==> src/rtl/lcd_panel_sequencer.sv <==
// Panel power/enable sequencer: VDD -> signals -> backlight up, reverse on the way down.
// Latency: outputs are registered Moore decodes and change on the same edge as the state.
// Backpressure: no handshake. The block waits indefinitely in SIG_UP/BL_DN for frame_start.
//
// Ports:
//   clock        rising-edge system/pixel clock
//   reset_L      asynchronous active-low reset (returns to OFF, all enables low)
//   power_req    level request: 1 = panel wanted on, 0 = panel wanted off
//   frame_start  single-cycle pulse at the start of each frame
//   vdd_en       panel logic supply enable
//   timing_en    HV timing generator enable
//   lvds_en      LVDS serializer enable (always equal to timing_en)
//   bl_en        backlight enable
//   panel_on     high only in ON
//   busy         high in any state other than OFF and ON
//   state        current state code (debug)
module lcd_panel_sequencer #(
    parameter int unsigned T_VDD_SIG = 50000,
    parameter int unsigned T_SIG_BL  = 200000,
    parameter int unsigned T_BL_SIG  = 200000,
    parameter int unsigned T_SIG_VDD = 50000,
    parameter int unsigned T_OFF_MIN = 500000,
    parameter int unsigned CW        = 24
) (
    input  logic          clock,
    input  logic          reset_L,
    input  logic          power_req,
    input  logic          frame_start,
    output logic          vdd_en,
    output logic          timing_en,
    output logic          lvds_en,
    output logic          bl_en,
    output logic          panel_on,
    output logic          busy,
    output logic [2:0]    state
);

    typedef enum logic [2:0] {
        S_OFF      = 3'd0,
        S_PWR_UP   = 3'd1,
        S_SIG_UP   = 3'd2,
        S_ON       = 3'd3,
        S_BL_DN    = 3'd4,
        S_SIG_DN   = 3'd5,
        S_OFF_WAIT = 3'd6,
        S_ILLEGAL  = 3'd7
    } state_t;

    // "Done" is reached at cnt == T-1, so a pure timed state lasts exactly T cycles.
    localparam logic [CW-1:0] LIM_VDD_SIG = CW'(T_VDD_SIG - 1);
    localparam logic [CW-1:0] LIM_SIG_BL  = CW'(T_SIG_BL  - 1);
    localparam logic [CW-1:0] LIM_BL_SIG  = CW'(T_BL_SIG  - 1);
    localparam logic [CW-1:0] LIM_SIG_VDD = CW'(T_SIG_VDD - 1);
    localparam logic [CW-1:0] LIM_OFF_MIN = CW'(T_OFF_MIN - 1);

    state_t        cur_state;
    state_t        nxt_state;
    logic [CW-1:0] cnt;
    logic [CW-1:0] cnt_lim;
    logic          cnt_done;

    // Per-state delay limit. Untimed states use 0 so the counter stays parked at 0.
    always_comb begin
        cnt_lim = '0;
        case (cur_state)
            S_PWR_UP:   cnt_lim = LIM_VDD_SIG;
            S_SIG_UP:   cnt_lim = LIM_SIG_BL;
            S_BL_DN:    cnt_lim = LIM_BL_SIG;
            S_SIG_DN:   cnt_lim = LIM_SIG_VDD;
            S_OFF_WAIT: cnt_lim = LIM_OFF_MIN;
            default:    cnt_lim = '0;
        endcase
    end

    assign cnt_done = (cnt == cnt_lim);

    // Next-state rules. Once power-down begins (BL_DN onward) power_req is not
    // consulted again until OFF. In SIG_UP a dropped request beats frame_start,
    // and skips the frame wait because the backlight never came on.
    always_comb begin
        nxt_state = cur_state;
        case (cur_state)
            S_OFF: begin
                if (power_req) nxt_state = S_PWR_UP;
            end
            S_PWR_UP: begin
                if (!power_req)    nxt_state = S_OFF_WAIT;
                else if (cnt_done) nxt_state = S_SIG_UP;
            end
            S_SIG_UP: begin
                if (!power_req)                   nxt_state = S_SIG_DN;
                else if (cnt_done && frame_start) nxt_state = S_ON;
            end
            S_ON: begin
                if (!power_req) nxt_state = S_BL_DN;
            end
            S_BL_DN: begin
                if (cnt_done && frame_start) nxt_state = S_SIG_DN;
            end
            S_SIG_DN: begin
                if (cnt_done) nxt_state = S_OFF_WAIT;
            end
            S_OFF_WAIT: begin
                if (cnt_done) nxt_state = S_OFF;
            end
            default: begin
                // Corrupted code: treat as a fresh power-down so the off-time is honoured.
                nxt_state = S_OFF_WAIT;
            end
        endcase
    end

    // State, counter and registered output decode. Outputs are decoded from
    // nxt_state so they change on the same edge as the state register.
    always_ff @(posedge clock or negedge reset_L) begin
        if (!reset_L) begin
            cur_state <= S_OFF;
            cnt       <= '0;
            vdd_en    <= 1'b0;
            timing_en <= 1'b0;
            lvds_en   <= 1'b0;
            bl_en     <= 1'b0;
            panel_on  <= 1'b0;
            busy      <= 1'b0;
        end else begin
            cur_state <= nxt_state;

            if (nxt_state != cur_state) begin
                cnt <= '0;
            end else if (!cnt_done) begin
                cnt <= cnt + CW'(1);
            end

            vdd_en    <= 1'b0;
            timing_en <= 1'b0;
            lvds_en   <= 1'b0;
            bl_en     <= 1'b0;
            panel_on  <= 1'b0;
            busy      <= 1'b1;
            case (nxt_state)
                S_OFF: begin
                    busy <= 1'b0;
                end
                S_PWR_UP: begin
                    vdd_en <= 1'b1;
                end
                S_SIG_UP: begin
                    vdd_en    <= 1'b1;
                    timing_en <= 1'b1;
                    lvds_en   <= 1'b1;
                end
                S_ON: begin
                    vdd_en    <= 1'b1;
                    timing_en <= 1'b1;
                    lvds_en   <= 1'b1;
                    bl_en     <= 1'b1;
                    panel_on  <= 1'b1;
                    busy      <= 1'b0;
                end
                S_BL_DN: begin
                    vdd_en    <= 1'b1;
                    timing_en <= 1'b1;
                    lvds_en   <= 1'b1;
                end
                S_SIG_DN: begin
                    vdd_en <= 1'b1;
                end
                default: begin
                    // OFF_WAIT and the illegal code: everything off, still busy.
                end
            endcase
        end
    end

    assign state = cur_state;

endmodule

==> config.mk <==
export PLATFORM = sky130hd
export DESIGN_NAME = lcd_panel_sequencer
export DESIGN_NICKNAME = d
export VERILOG_FILES = /design/src/rtl/lcd_panel_sequencer.sv
export SDC_FILE = /design/constraint.sdc
export NUM_CORES = 1
export LEC_CHECK = 0
export CORE_MARGIN = 1
export CORE_UTILIZATION = 24
export CTS_CLUSTER_SIZE = 24
export DETAILED_ROUTE_END_ITERATION = 12
export GPL_TIMING_DRIVEN = 0
export PLACE_DENSITY_LB_ADDON = 0.3
export RECOVER_POWER = 100
export SETUP_SLACK_MARGIN = 0.05
export SYNTH_ARGS = -nofsm -noshare
export SYNTH_HDL_FRONTEND = slang
export SYNTH_SLANG_ARGS = --single-unit
==> constraint.sdc <==
create_clock -name clock -period 4.9 [get_ports clock]
set_input_delay 0.98 -clock clock [delete_from_list [all_inputs] [get_ports clock]]
set_output_delay 0.98 -clock clock [all_outputs]
set_load 0.02 [all_outputs]
==> results.py <==
metrics = {
    "status": {
        "status": "complete, but fails checks",
        "violations": "max-capacitance violations, max-slew violations",
    },
    "clock_tree": {
        "clock-sinks": 31,
        "cts_buffer_depth": 2,
        "tritoncts": "done",
        "clk_latency_ns": 0.28,
        "h-tree-depth": 2,
        "cts_buffers": 5,
        "post_cts_resized": 0,
        "cts_hold_buf": 0,
        "clk_pin_slew_ns": 0.07,
        "cts_root_buf": "clkbuf_8",
        "cts_setup_buffers": 0,
    },
    "routing": {
        "vias_per_cell": 4.90,
        "dr.pass1.iters": 4,
        "antenna_left": 0,
        "first_iter_violations": 71,
        "wl_um": 4410,
        "wire_per_inst_um": 13.6,
        "drc": 0,
        "vias": 1588,
    },
    "floorplanning": {
        "ioPinCount": 13,
        "die_area_mm2": 0.00808,
        "fp.coreArea_mm2": 0.00737,
        "floorplan.rows": 31,
        "die_x_um": 89.9,
        "die_h_um": 89.9,
        "start_util_pct": 25.1,
    },
    "logic_synthesis": {
        "yosysWarnings": 0,
        "synth.distinct_cells": 50,
        "yosys_register_bits": 31,
        "synth_edf_count": 0,
        "synth_top_flop_cell": "dfrtp_1",
        "async_flop_share_pct": 100,
        "avgSynthCellArea_um2": 9.04,
        "syn_inst": 205,
        "yosysSeqAreaShare_pct": 41.9,
        "syn_area_mm2": 0.00185,
        "syn_nets": 210,
    },
    "layout": {
        "fillers": 797,
        "antenna_cells": 0,
        "final_core_util_pct": 29.2,
        "mostFrequentLayoutCells": "dfrtp_1, nor2_1, a21oi_1",
        "finalNetCount": 229,
        "synthToLayoutAreaGrowth_pct": 15.9,
        "final_layout_size_suffix_gt1_share_pct": 9.78,
        "mostFrequentLayoutCell": "dfrtp_1",
    },
    "sta": {
        "relSlewSlack_pct": -14.6,
        "skew_ns": 0.00406,
        "rsz0062_at_grt": "no",
        "slew_violations": 32,
        "hold_viol": 0,
        "max_clock_freq_mhz": 312,
        "tns_ns": 0,
        "tightest_slew_ns": 1.72,
        "period_minus_slack_ns": 3.21,
        "min_period_over_period_pct": 65.5,
        "setup_viol": 0,
    },
    "worst_setup_path": {
        "reg2reg_setup_slack_ns": 1.69,
        "crit_fanout": 10,
        "crit_required_ns": 5.04,
        "cp-start-kind": "flop",
        "path_class": "reg2reg",
        "r2r_start": "state[2]",
        "crit_arrival_ns": 3.35,
        "worstRegToRegCells": 9,
        "end_kind": "flop",
        "worstReg2RegEnd": "cnt[23]",
    },
    "global_routing": {
        "grt_pass1_vias": 1483,
        "grt_max_degree": 32,
        "grt_first_pass_wirelength_um": 7300,
        "antenna_found_initial": 0,
        "grt_usage_pct": 11.4,
        "grt-ovfl-total": 0,
    },
    "min_path": {
        "min_to": "cnt[23]",
        "hold_path.class": "reg2reg",
        "hold_depth": 2,
        "hp-start": "cnt[23]",
    },
    "placed_design": {
        "port-buffer-count": 12,
        "place.gp.congestion": 0.802,
        "dp_hpwl_um": 3100,
    },
    "power": {
        "pwr-share-seq_pct": 37.2,
        "combPwrFrac_pct": 42.4,
        "swShare_pct": 40.8,
        "ir_worst_vdd_v": 0.000112,
        "internal_power_w": 0.000565,
        "clkPwrFrac_pct": 20.4,
        "power.net_switching_w": 0.000389,
        "powerDensity_mw_per_mm2": 444,
        "power.leakage_nw": 0.867,
    },
    "flow_run": {
        "cap_violations": 1,
    },
}
==> kinds of logic after synthesis <==
kind of cell	Yosys count	synth area share, %
AND/OR/NAND/NOR	92	26.5
AO/OA/AOI/OAI	46	16.9
flip-flops	31	41.9
XOR/XNOR	17	8.03
buffers and inverters	17	5.54
multiplexers	1	0.540
adder cells (fa/ha/maj)	1	0.675
==> metal layers <==
metal / track usage, % / routed length (um) / up-vias
met5: 0 / 0 / -
met4: 4.17 / 66 / 0
met3: 3.13 / 172 / 7
met2: 18.8 / 2050 / 30
met1: 14.2 / 2120 / 773
li1: - / - / 778
==> cell usage after synthesis, drive strengths merged, types with 5 or more instances <==
| library cell | number | area (um2) |
|---|---|---|
| nand3 | 14 | 70.1 |
| o21ai | 6 | 30.0 |
| xor2 | 11 | 96.3 |
| buf | 10 | 76.3 |
| or4 | 5 | 37.5 |
| nor2 | 27 | 101 |
| nand2 | 14 | 52.6 |
| xnor2 | 6 | 52.6 |
| a21oi | 15 | 75.1 |
| dfrtp | 31 | 776 |
| nor3 | 5 | 30.0 |
| o31ai | 5 | 37.5 |
| or3 | 5 | 36.3 |
==> metrics by stage <==
step | cells | power (W) | hold slack [ns] | area [um2] | worst slack [ns]
final | 324 | 0.000953 | 0.569 | 2150 | 1.69
after global routing | 324 | 0.00103 | 0.603 | 2150 | 1.38
after CTS | 324 | 0.000982 | 0.573 | 2170 | 2.36
after detailed placement | 316 | 0.000781 | 0.558 | 2090 | 2.14
after global placement | 316 | 0.000778 | 0.538 | 2100 | 2.11
after floorplan | 205 | 0.000647 | 0.506 | 1850 | 2.69
==> final cells by class <==
| class | count | area, um2 | area share, % |
|---|---|---|---|
| Multi-Input combinational cell | 157 | 970 | 45.1 |
| Sequential cell | 31 | 776 | 36.1 |
| Tap cell | 99 | 124 | 5.77 |
| Timing Repair Buffer | 12 | 114 | 5.30 |
| Clock buffer | 7 | 76.3 | 3.55 |
| Buffer | 13 | 68.8 | 3.20 |
| Inverter | 4 | 15.0 | 0.699 |
| Clock inverter | 1 | 5.00 | 0.233 |
==> state kept, by name (all words and copies together) (netlist names) <==
| register | count |
|---|---|
| state | 3 |
| lvds_en | 1 |
| panel_on | 1 |
| vdd_en | 1 |
| cnt | 24 |
| busy | 1 |
==> power groups by stage <==
stage                     Combinational, W  Clock (W)  Sequential [W]
after global placement            0.000419          0        0.000359
after CTS                         0.000422   0.000205        0.000356
after global routing              0.000453   0.000213        0.000365
final                             0.000404   0.000195        0.000355
after floorplan                   0.000278          0        0.000370
after detailed placement          0.000421          0        0.000360
==> worst max path at each step <==
stage          startpoint      end  slack [ns]  depth (start not counted)
2_1_floorplan    state[1]  cnt[18]        2.69                          8
6_report         state[2]  cnt[23]        1.69                          9
4_1_cts          state[2]   cnt[8]        2.36                          9
5_1_grt          state[2]  cnt[23]        1.38                          9
3_3_place_gp      reset_L  cnt[10]        2.11                          1
3_5_place_dp    power_req  cnt[16]        2.14                          8
==> worst max-delay path, cell delays in order, from the launching register on <==
cell       delay, ns
dfrtp_1         0.34
clkbuf_1        0.34
xor2_1          0.17
a2111oi_0       0.45
a41oi_1         0.17
nor3_1          0.38
clkbuf_1        0.41
a21o_2          0.27
clkbuf_1        0.45
nor2_1          0.11
Power figures use the tool's default switching activity.
